[config.mk]
export PLATFORM = sky130hd
export DESIGN_NAME = uart_tx_flat
export DESIGN_NICKNAME = d
export VERILOG_FILES = /design/src/rtl/uart_tx_if.sv /design/src/rtl/uart_tx.sv /design/src/flat_wrapper.sv
export SDC_FILE = /design/constraint.sdc
export NUM_CORES = 1
export LEC_CHECK = 0
export ABC_AREA = 1
export ABC_CLOCK_PERIOD_IN_PS = 1800
export BUFFER_PORTS_ARGS = -buffer_cell sky130_fd_sc_hd__clkbuf_2
export CAP_MARGIN = 25
export CORE_ASPECT_RATIO = 0.9
export CORE_MARGIN = 3
export CORE_UTILIZATION = 52
export CTS_CLUSTER_DIAMETER = 30
export DETAILED_ROUTE_END_ITERATION = 7
export PLACE_DENSITY = 0.75
export SLEW_MARGIN = 30
export SYNTH_ARGS = -nofsm -noshare
export SYNTH_HDL_FRONTEND = slang
export SYNTH_SLANG_ARGS = --single-unit
[constraint.sdc]
create_clock -name uart_tx_clk -period 1.8 [get_ports uart_tx_clk]
set_input_delay 0.09 -clock uart_tx_clk [delete_from_list [all_inputs] [get_ports uart_tx_clk]]
set_output_delay 0.09 -clock uart_tx_clk [all_outputs]
set_load 0.02 [all_outputs]
[src/rtl/uart_tx_if.sv]
// uart_tx_if: parallel-word request and serial line/busy bundle for uart_tx
interface uart_tx_if #(
    parameter int DATA_WIDTH     = 8,
    parameter int PRESCALE_WIDTH = 6
);
    logic [DATA_WIDTH-1:0]     P_DATA;
    logic                      Data_Valid;
    logic                      PAR_EN;
    logic                      PAR_TYP;
    logic [PRESCALE_WIDTH-1:0] Prescale;
    logic                      TX_OUT;
    logic                      Busy;

    modport master (
        output P_DATA, Data_Valid, PAR_EN, PAR_TYP, Prescale,
        input  TX_OUT, Busy
    );

    modport slave (
        input  P_DATA, Data_Valid, PAR_EN, PAR_TYP, Prescale,
        output TX_OUT, Busy
    );
endinterface

[src/rtl/uart_tx.sv]
// uart_tx: 8N1/8E1/8O1 serialiser, each bit held for Prescale oversampling clocks
module uart_tx #(
    parameter int DATA_WIDTH     = 8,
    parameter int PRESCALE_WIDTH = 6
) (
    input logic     uart_tx_clk,
    input logic     uart_tx_rst,
    uart_tx_if.slave bus
);
    localparam int BW = $clog2(DATA_WIDTH);

    typedef enum logic [2:0] {IDLE, START, DATA, PARITY, STOP} state_t;

    state_t                    state;
    logic [PRESCALE_WIDTH-1:0] cnt;
    logic [PRESCALE_WIDTH-1:0] p;
    logic [BW-1:0]             idx;
    logic [DATA_WIDTH-1:0]     data;
    logic                      par_en;
    logic                      par_bit;
    logic                      tx;
    logic                      busy;
    logic                      last;
    logic                      accept;

    assign last   = cnt == p - PRESCALE_WIDTH'(1);
    // the final STOP cycle also accepts, giving zero-gap back-to-back frames
    assign accept = bus.Data_Valid && (state == IDLE || (state == STOP && last));
    assign bus.TX_OUT = tx;
    assign bus.Busy   = busy;

    always_ff @(posedge uart_tx_clk or negedge uart_tx_rst) begin
        if (!uart_tx_rst) begin
            state   <= IDLE;
            cnt     <= '0;
            p       <= '0;
            idx     <= '0;
            data    <= '0;
            par_en  <= 1'b0;
            par_bit <= 1'b0;
            tx      <= 1'b1;
            busy    <= 1'b0;
        end else if (accept) begin
            state   <= START;
            cnt     <= '0;
            idx     <= '0;
            data    <= bus.P_DATA;
            par_en  <= bus.PAR_EN;
            par_bit <= bus.PAR_TYP ? ~^bus.P_DATA : ^bus.P_DATA;
            p       <= bus.Prescale < PRESCALE_WIDTH'(2) ? PRESCALE_WIDTH'(8) : bus.Prescale;
            tx      <= 1'b0;
            busy    <= 1'b1;
        end else if (state != IDLE) begin
            cnt <= last ? '0 : cnt + PRESCALE_WIDTH'(1);
            if (last) begin
                case (state)
                    START: begin
                        state <= DATA;
                        tx    <= data[0];
                    end
                    DATA: begin
                        if (idx == BW'(DATA_WIDTH - 1)) begin
                            state <= par_en ? PARITY : STOP;
                            tx    <= par_en ? par_bit : 1'b1;
                        end else begin
                            idx <= idx + BW'(1);
                            tx  <= data[idx + BW'(1)];
                        end
                    end
                    PARITY: begin
                        state <= STOP;
                        tx    <= 1'b1;
                    end
                    default: begin
                        state <= IDLE;
                        tx    <= 1'b1;
                        busy  <= 1'b0;
                    end
                endcase
            end
        end
    end
endmodule

[src/flat_wrapper.sv]
// flat-port wrapper written by rule: the top's interface ports become plain ports
module uart_tx_flat 
#(
    parameter int DATA_WIDTH     = 8,
    parameter int PRESCALE_WIDTH = 6
)
  (uart_tx_clk, uart_tx_rst, bus_P_DATA, bus_Data_Valid, bus_PAR_EN, bus_PAR_TYP, bus_Prescale, bus_TX_OUT, bus_Busy);
  uart_tx_if #(.DATA_WIDTH(DATA_WIDTH), .PRESCALE_WIDTH(PRESCALE_WIDTH)) bus_i ();
  input logic uart_tx_clk;
  input logic uart_tx_rst;
  input wire logic [$bits(bus_i.P_DATA)-1:0] bus_P_DATA;
  input wire logic [$bits(bus_i.Data_Valid)-1:0] bus_Data_Valid;
  input wire logic [$bits(bus_i.PAR_EN)-1:0] bus_PAR_EN;
  input wire logic [$bits(bus_i.PAR_TYP)-1:0] bus_PAR_TYP;
  input wire logic [$bits(bus_i.Prescale)-1:0] bus_Prescale;
  output wire logic [$bits(bus_i.TX_OUT)-1:0] bus_TX_OUT;
  output wire logic [$bits(bus_i.Busy)-1:0] bus_Busy;
  assign bus_i.P_DATA = bus_P_DATA;
  assign bus_i.Data_Valid = bus_Data_Valid;
  assign bus_i.PAR_EN = bus_PAR_EN;
  assign bus_i.PAR_TYP = bus_PAR_TYP;
  assign bus_i.Prescale = bus_Prescale;
  assign bus_TX_OUT = bus_i.TX_OUT;
  assign bus_Busy = bus_i.Busy;
  uart_tx #(.DATA_WIDTH(DATA_WIDTH), .PRESCALE_WIDTH(PRESCALE_WIDTH)) u_core (.uart_tx_clk(uart_tx_clk), .uart_tx_rst(uart_tx_rst), .bus(bus_i));
endmodule
==> impl_metrics.tcl, run 1 <==
set metrics [dict create \
    path_cells "inv_2 > ha_4 > inv_2 > nand2_1 > nand2_1 > nor2_1 > nand2_1 > nor2_2 > nand3_2 > buf_6 > mux2i_4 > buf_6 > nor3b_2" \
    synth_top_area_share 0.396 \
    worstSetupPathDepth 13 \
    async_reset_ff_frac 1.00 \
    grt_max_degree 31 \
    core_area_sq_um 3210 \
    grt_pass1_wl_um 7000 \
    die_y_um 62.3 \
    gp_congestion 0.856 \
    synth_seq_area_share 0.410 \
    synth_cells 245 \
    rows 19 \
    finalHoldViolCount 0 \
    clk_latency_ns 0.28 \
    vias 1671 \
    vias_per_cell 5.09 \
    post-route-drc-count 0 \
    cap_violations 0 \
    yosys.area.top_type "dfrtp_1" \
    violations "setup timing" \
    initial_core_util 0.572 \
    path_clk_slew_ns 0.07 \
    fmax_ghz 0.532 \
    synth_edf_count 0 \
    startpoint_type "register" \
    io_buffer_count 20 \
    yosysMostFrequentCell "nand2_1" \
    fin_skew_ns 0.00751 \
    pre_cts_ws_ns -0.0973 \
    io_pins 21 \
    diodes 0 \
    status "finished with violations" \
    slowest_delay_ns 0.36 \
    nNetsFinal 308 \
    crit_type "register to register" \
    n_fill_cell 279 \
    slew_headroom 0.488 \
    r2r_setup_slack_ns -0.08 \
    r2r_cells 13 \
    seq_area_sq_um 752 \
    rsz0062_at_grt "true" \
    min_period_over_period 1.04 \
    tightest_slew_ns 0.768 \
    netlist_top_cells_area "dfrtp_1, nand2_1, nand3_1" \
    grt_pass1_vias 1576 \
    clockBufferDepth 2 \
    arrival_ns 2.04 \
    track_usage 0.211 \
    synthTopCellsByCount "nand2_1, dfrtp_1, nand3_1" \
    timing.rr.start "u_core.p[0]" \
    drv_slew 0 \
    path_max_fanout 6 \
    finalPower_uw 3640 \
    wl_um 3990 \
    slowest_stage "dfrtp_1" \
    first_pass_iters 4 \
    p_per_area_nw_per_um2 1620 \
    cts-htree-levels 2 \
    ys.flop_type "dfrtp_1" \
    crit_family "simple AND/OR/NAND/NOR gates" \
    crit_buf_inv 4 \
    p_leak_uw 0.00118 \
    cts_buffers 5 \
    syn-cell-area_sq_um 1830 \
    cpMostUsedCell "nand2_1" \
    synth.distinct_cells 31 \
    worstReg2RegEnd "u_core.cnt[2]" \
    synth-seq-cells 30 \
    drive_above_1_share 0.252 \
    drt_iter0_markers 129 \
    multiInputGateArea_sq_um 983 \
    cts_root_buf "clkbuf_8" \
    synth_nets 268 \
    grt_antenna_before_repair 0 \
    cp.required_ns 1.96 \
    ys_warn_count 0 \
    layout_min_cycle_time_ns 1.88 \
    cts.sinks 30 \
    endpoint "u_core.cnt[2]" \
    final.setup.worst_slack_ns -0.0800 \
    antenna_left 0 \
    cts_tree "built" \
    worstHoldPathType "primary input to register" \
    setup_viol 12 \
    hpwl_um 2790 \
    worstSetupStartpoint "u_core.p[0]" \
    post_drt_wl_per_cell_um 12.2 \
    die_w_um 68.6 \
    endpoint_kind "register" \
    dieArea_sq_um 4280 \
    ir_drop_mv 0.765 \
    areaGrowthSynthToFinish_pct 22.2 \
    syn_avg_cell_area_sq_um 7.49 \
    grt-ovfl-total 0 \
]
through the flow:
stage	cells	util	area, sq um	hold WS (ns)	setup TNS, ns
finish	328	0.698	2240	0.0541	-0.603
global route	328	0.698	2240	0.0612	-4.68
CTS	327	0.690	2220	0.0431	-0.546
detailed placement	318	0.646	2070	0.198	-0.677
global placement	318	0.646	2070	0.192	-0.674
floorplan	245	-	1830	-0.206	0
repair_timing:
| action | 4_1_cts | 5_1_grt |
|---|---|---|
| pin swaps | 8 | 3 |
| hold endpoints to repair | 29 | 0 |
| endpoints found under the setup margin | 22 | 30 |
| hold buffers | 1 | 0 |
| setup buffers | 0 | 1 |
| gates resized for setup | 10 | 5 |
sequential cells by signal, indices dropped and copies added, names as in the netlist, 3 cells and up:
register and count:
u_core.cnt 6, u_core.idx 3, u_core.state 3, u_core.p 6
u_core.data 8
where the power goes:
part,switching [uW],internal [uW]
clock network,252,312
logic,1080,810
registers,227,959
worst min-delay path by stage:
stage | slack [ns] | start | cells past startpoint | end
4_1_cts | 0.04 | bus_PAR_EN | 3 | u_core.par_en
3_3_place_gp | 0.19 | uart_tx_rst | 1 | u_core.cnt[1]
6_report | 0.05 | bus_Prescale[5] | 3 | u_core.p[5]
5_1_grt | 0.06 | bus_P_DATA[5] | 3 | u_core.data[5]
3_5_place_dp | 0.20 | uart_tx_rst | 1 | u_core.cnt[0]
2_1_floorplan | -0.21 | uart_tx_rst | 0 | u_core.bus.Busy
tightest hold or removal path, stage by stage:
cell      delay [ns]
clkbuf_2        0.09
nand3_1         0.07
nand2_1         0.05
cell usage in the layout (no fill, tap or decap), types with 5 or more instances in the layout:
cell / netlist / routed
xnor2_1: 8 / 8
clkbuf_2: 0 / 20
inv_1: 25 / 23
nor2_1: 21 / 17
clkbuf_8: 0 / 6
nor2_2: 3 / 5
dfrtp_1: 29 / 29
buf_4: 1 / 13
nand2_1: 88 / 87
nand3_1: 28 / 28
layout make-up:
cell class | instances | share of cell area
sequential | 30 | 0.336
tap | 42 | 0.0235
inverter | 27 | 0.0452
timing repair buffer | 38 | 0.117
multi-input combinational | 183 | 0.439
clock buffer | 8 | 0.0402
logic make-up after synthesis:
| group | synth area share |
|---|---|
| muxes | 0.0123 |
| DFF | 0.410 |
| adders and majority gates | 0.0273 |
| AOI/OAI and AO/OA | 0.0593 |
| xor gates and xnor gates | 0.0525 |
| buffers and inverters | 0.0805 |
| and+or+nand+nor | 0.358 |
routing by layer:
| layer | GRT usage | up-vias | wire length (um) |
|---|---|---|---|
| li1 | - | 847 | - |
| met1 | 0.308 | 771 | 1960 |
| met3 | 0.0486 | 4 | 212 |
| met5 | 0 | - | 0 |
| met4 | 0.0744 | 0 | 57 |
| met2 | 0.302 | 49 | 1760 |
(Power assumes the default switching activity.)
==> inputs of run 2 (changes only) <==
--- a/config.mk
+++ b/config.mk
@@ -14,7 +14,7 @@
 export CORE_UTILIZATION = 52
 export CTS_CLUSTER_DIAMETER = 30
 export DETAILED_ROUTE_END_ITERATION = 7
-export PLACE_DENSITY = 0.75
+export PLACE_DENSITY = 0.78
 export SLEW_MARGIN = 30
 export SYNTH_ARGS = -nofsm -noshare
 export SYNTH_HDL_FRONTEND = slang
==> run 2 against run 1 <==
The run still ends with setup timing left. Setup slack worse by 0.026 ns. Non-clock buffer count down 2. Clock skew about the same. Power down 1.5%. Via count down 2.0%. Core utilization down 1.1 points. Critical path type unchanged. Critical endpoint is now u_core.idx[2].
==> impl_metrics.tcl, run 2 (synthesis results as in run 1) <==
set metrics [dict create \
    violations "setup timing" \
    gp_congestion 0.834 \
    vias 1637 \
    track_usage 0.211 \
    reg_top3 "u_core.data: 8 flops, u_core.cnt: 6 flops, u_core.p: 6 flops" \
    ir_drop_mv 1.04 \
    clk_latency_ns 0.29 \
    grt_pass1_wl_um 6800 \
    finalHoldViolCount 0 \
    cts_buffers 5 \
    status "finished with violations" \
    drv_slew 0 \
    drive_above_1_share 0.246 \
    die_w_um 68.6 \
    cts.sinks 30 \
    post_cts.repair.setup_buffers 0 \
    vias_per_cell 5.01 \
    worstSetupStartpoint "u_core.p[0]" \
    fmax_ghz 0.525 \
    regMostFlops "u_core.data" \
    dieArea_sq_um 4280 \
    setup_viol 20 \
    layout_min_cycle_time_ns 1.91 \
    endpoint_kind "register" \
    grt_antenna_before_repair 0 \
    initial_core_util 0.572 \
    areaGrowthSynthToFinish_pct 20.3 \
    first_pass_iters 4 \
    p_per_area_nw_per_um2 1620 \
    largest_reg_flops 8 \
    crit_type "register to register" \
    path_clk_slew_ns 0.07 \
    grt_pass1_vias 1530 \
    hold_start "bus_Prescale[0]" \
    die_y_um 62.3 \
    cap_violations 0 \
    io_pins 21 \
    nNetsFinal 307 \
    p_leak_uw 0.00118 \
    post-route-drc-count 0 \
    rows 19 \
    slew_headroom 0.506 \
    r2r_cells 14 \
    min_period_over_period 1.06 \
    drt_iter0_markers 66 \
    antenna_left 0 \
    path_max_fanout 6 \
    io_buffer_count 20 \
    cp.required_ns 1.98 \
    fin_skew_ns 0.00702 \
    final_cell_mix "nand2_1, dfrtp_1, nand3_1, inv_1" \
    grt-ovfl-total 0 \
    core_area_sq_um 3210 \
    cts_tree "built" \
    final_common_cell "nand2_1" \
    wl_um 3880 \
    hpwl_um 2830 \
    final.setup.worst_slack_ns -0.106 \
    finalPower_uw 3580 \
    rsz0062_at_grt "true" \
    cts-htree-levels 2 \
    min_path_cells 3 \
    design_area_sq_um 2210 \
    cts_root_buf "clkbuf_8" \
    clockBufferDepth 2 \
    startpoint_type "register" \
    timing.rr.start "u_core.p[0]" \
    grt_max_degree 31 \
    tightest_slew_ns 0.740 \
    post_drt_wl_per_cell_um 11.9 \
    diodes 0 \
    arrival_ns 2.08 \
    worstHoldPathType "primary input to register" \
    placed_area_sq_um 2070 \
]
-- run 2: layer usage --
| layer | GRT usage | up-vias | wire length, um |
|---|---|---|---|
| met3 | 0.0486 | 10 | 213 |
| met4 | 0.0968 | 0 | 96 |
| met5 | 0 | - | 0 |
| met2 | 0.304 | 36 | 1690 |
| li1 | - | 850 | - |
| met1 | 0.294 | 741 | 1870 |
-- run 2: repair_timing --
action                                  in CTS  in global routing
gates cloned                                 1                  0
hold endpoints to repair                    29                  0
resized for setup                            6                  2
pin swaps                                    6                  3
hold buffers                                 1                  0
endpoints found under the setup margin      23                 30
-- run 2: final timing paths --
| path | end | slack, ns |
|---|---|---|
| worst max register to register | u_core.idx[2] | -0.11 |
| worst min-delay path | u_core.p[0] | 0.04 |
| min in group asynchronous | u_core.p[0] | 0.39 |
| worst max-delay path | u_core.idx[2] | -0.11 |
| worst min register to register | u_core.data[6] | 0.47 |
| max in group asynchronous | u_core.idx[2] | 0.93 |
-- run 2: final cells by class --
class | instances | area, sq um
tap | 42 | 52.6
inverter | 27 | 101
clock inverter | 2 | 12.5
fill | 289 | 1000
timing repair buffer | 36 | 243
clock buffer | 6 | 82.6
sequential | 30 | 752
multi-input combinational | 184 | 963
-- run 2: critical path: stages, from the launching register on --
cell	delay (ns)
dfrtp_1	0.36
inv_2	0.06
ha_4	0.26
inv_2	0.03
nand2_1	0.05
nand2_1	0.05
nor2_1	0.08
nand2_1	0.07
nor2_2	0.09
nand3_2	0.11
buf_6	0.14
mux2i_4	0.24
nand2_2	0.11
nand2_1	0.09
nand2_1	0.05
-- run 2: where the power goes --
group / switching (uW) / internal (uW)
registers: 231 / 958
logic: 1040 / 776
clock network: 267 / 307
-- run 2: per-stage QoR --
stage	util	hold slack, ns	TNS, ns	std cells	worst slack [ns]
after floorplan	-	-0.206	0	245	0.0795
after global placement	0.644	0.193	-0.216	317	-0.0429
after detailed placement	0.644	0.194	-0.692	317	-0.120
after CTS	0.685	0.0408	-0.627	327	-0.0955
after global routing	0.688	0.0637	-6.00	327	-0.307
final	0.688	0.0435	-0.844	327	-0.106
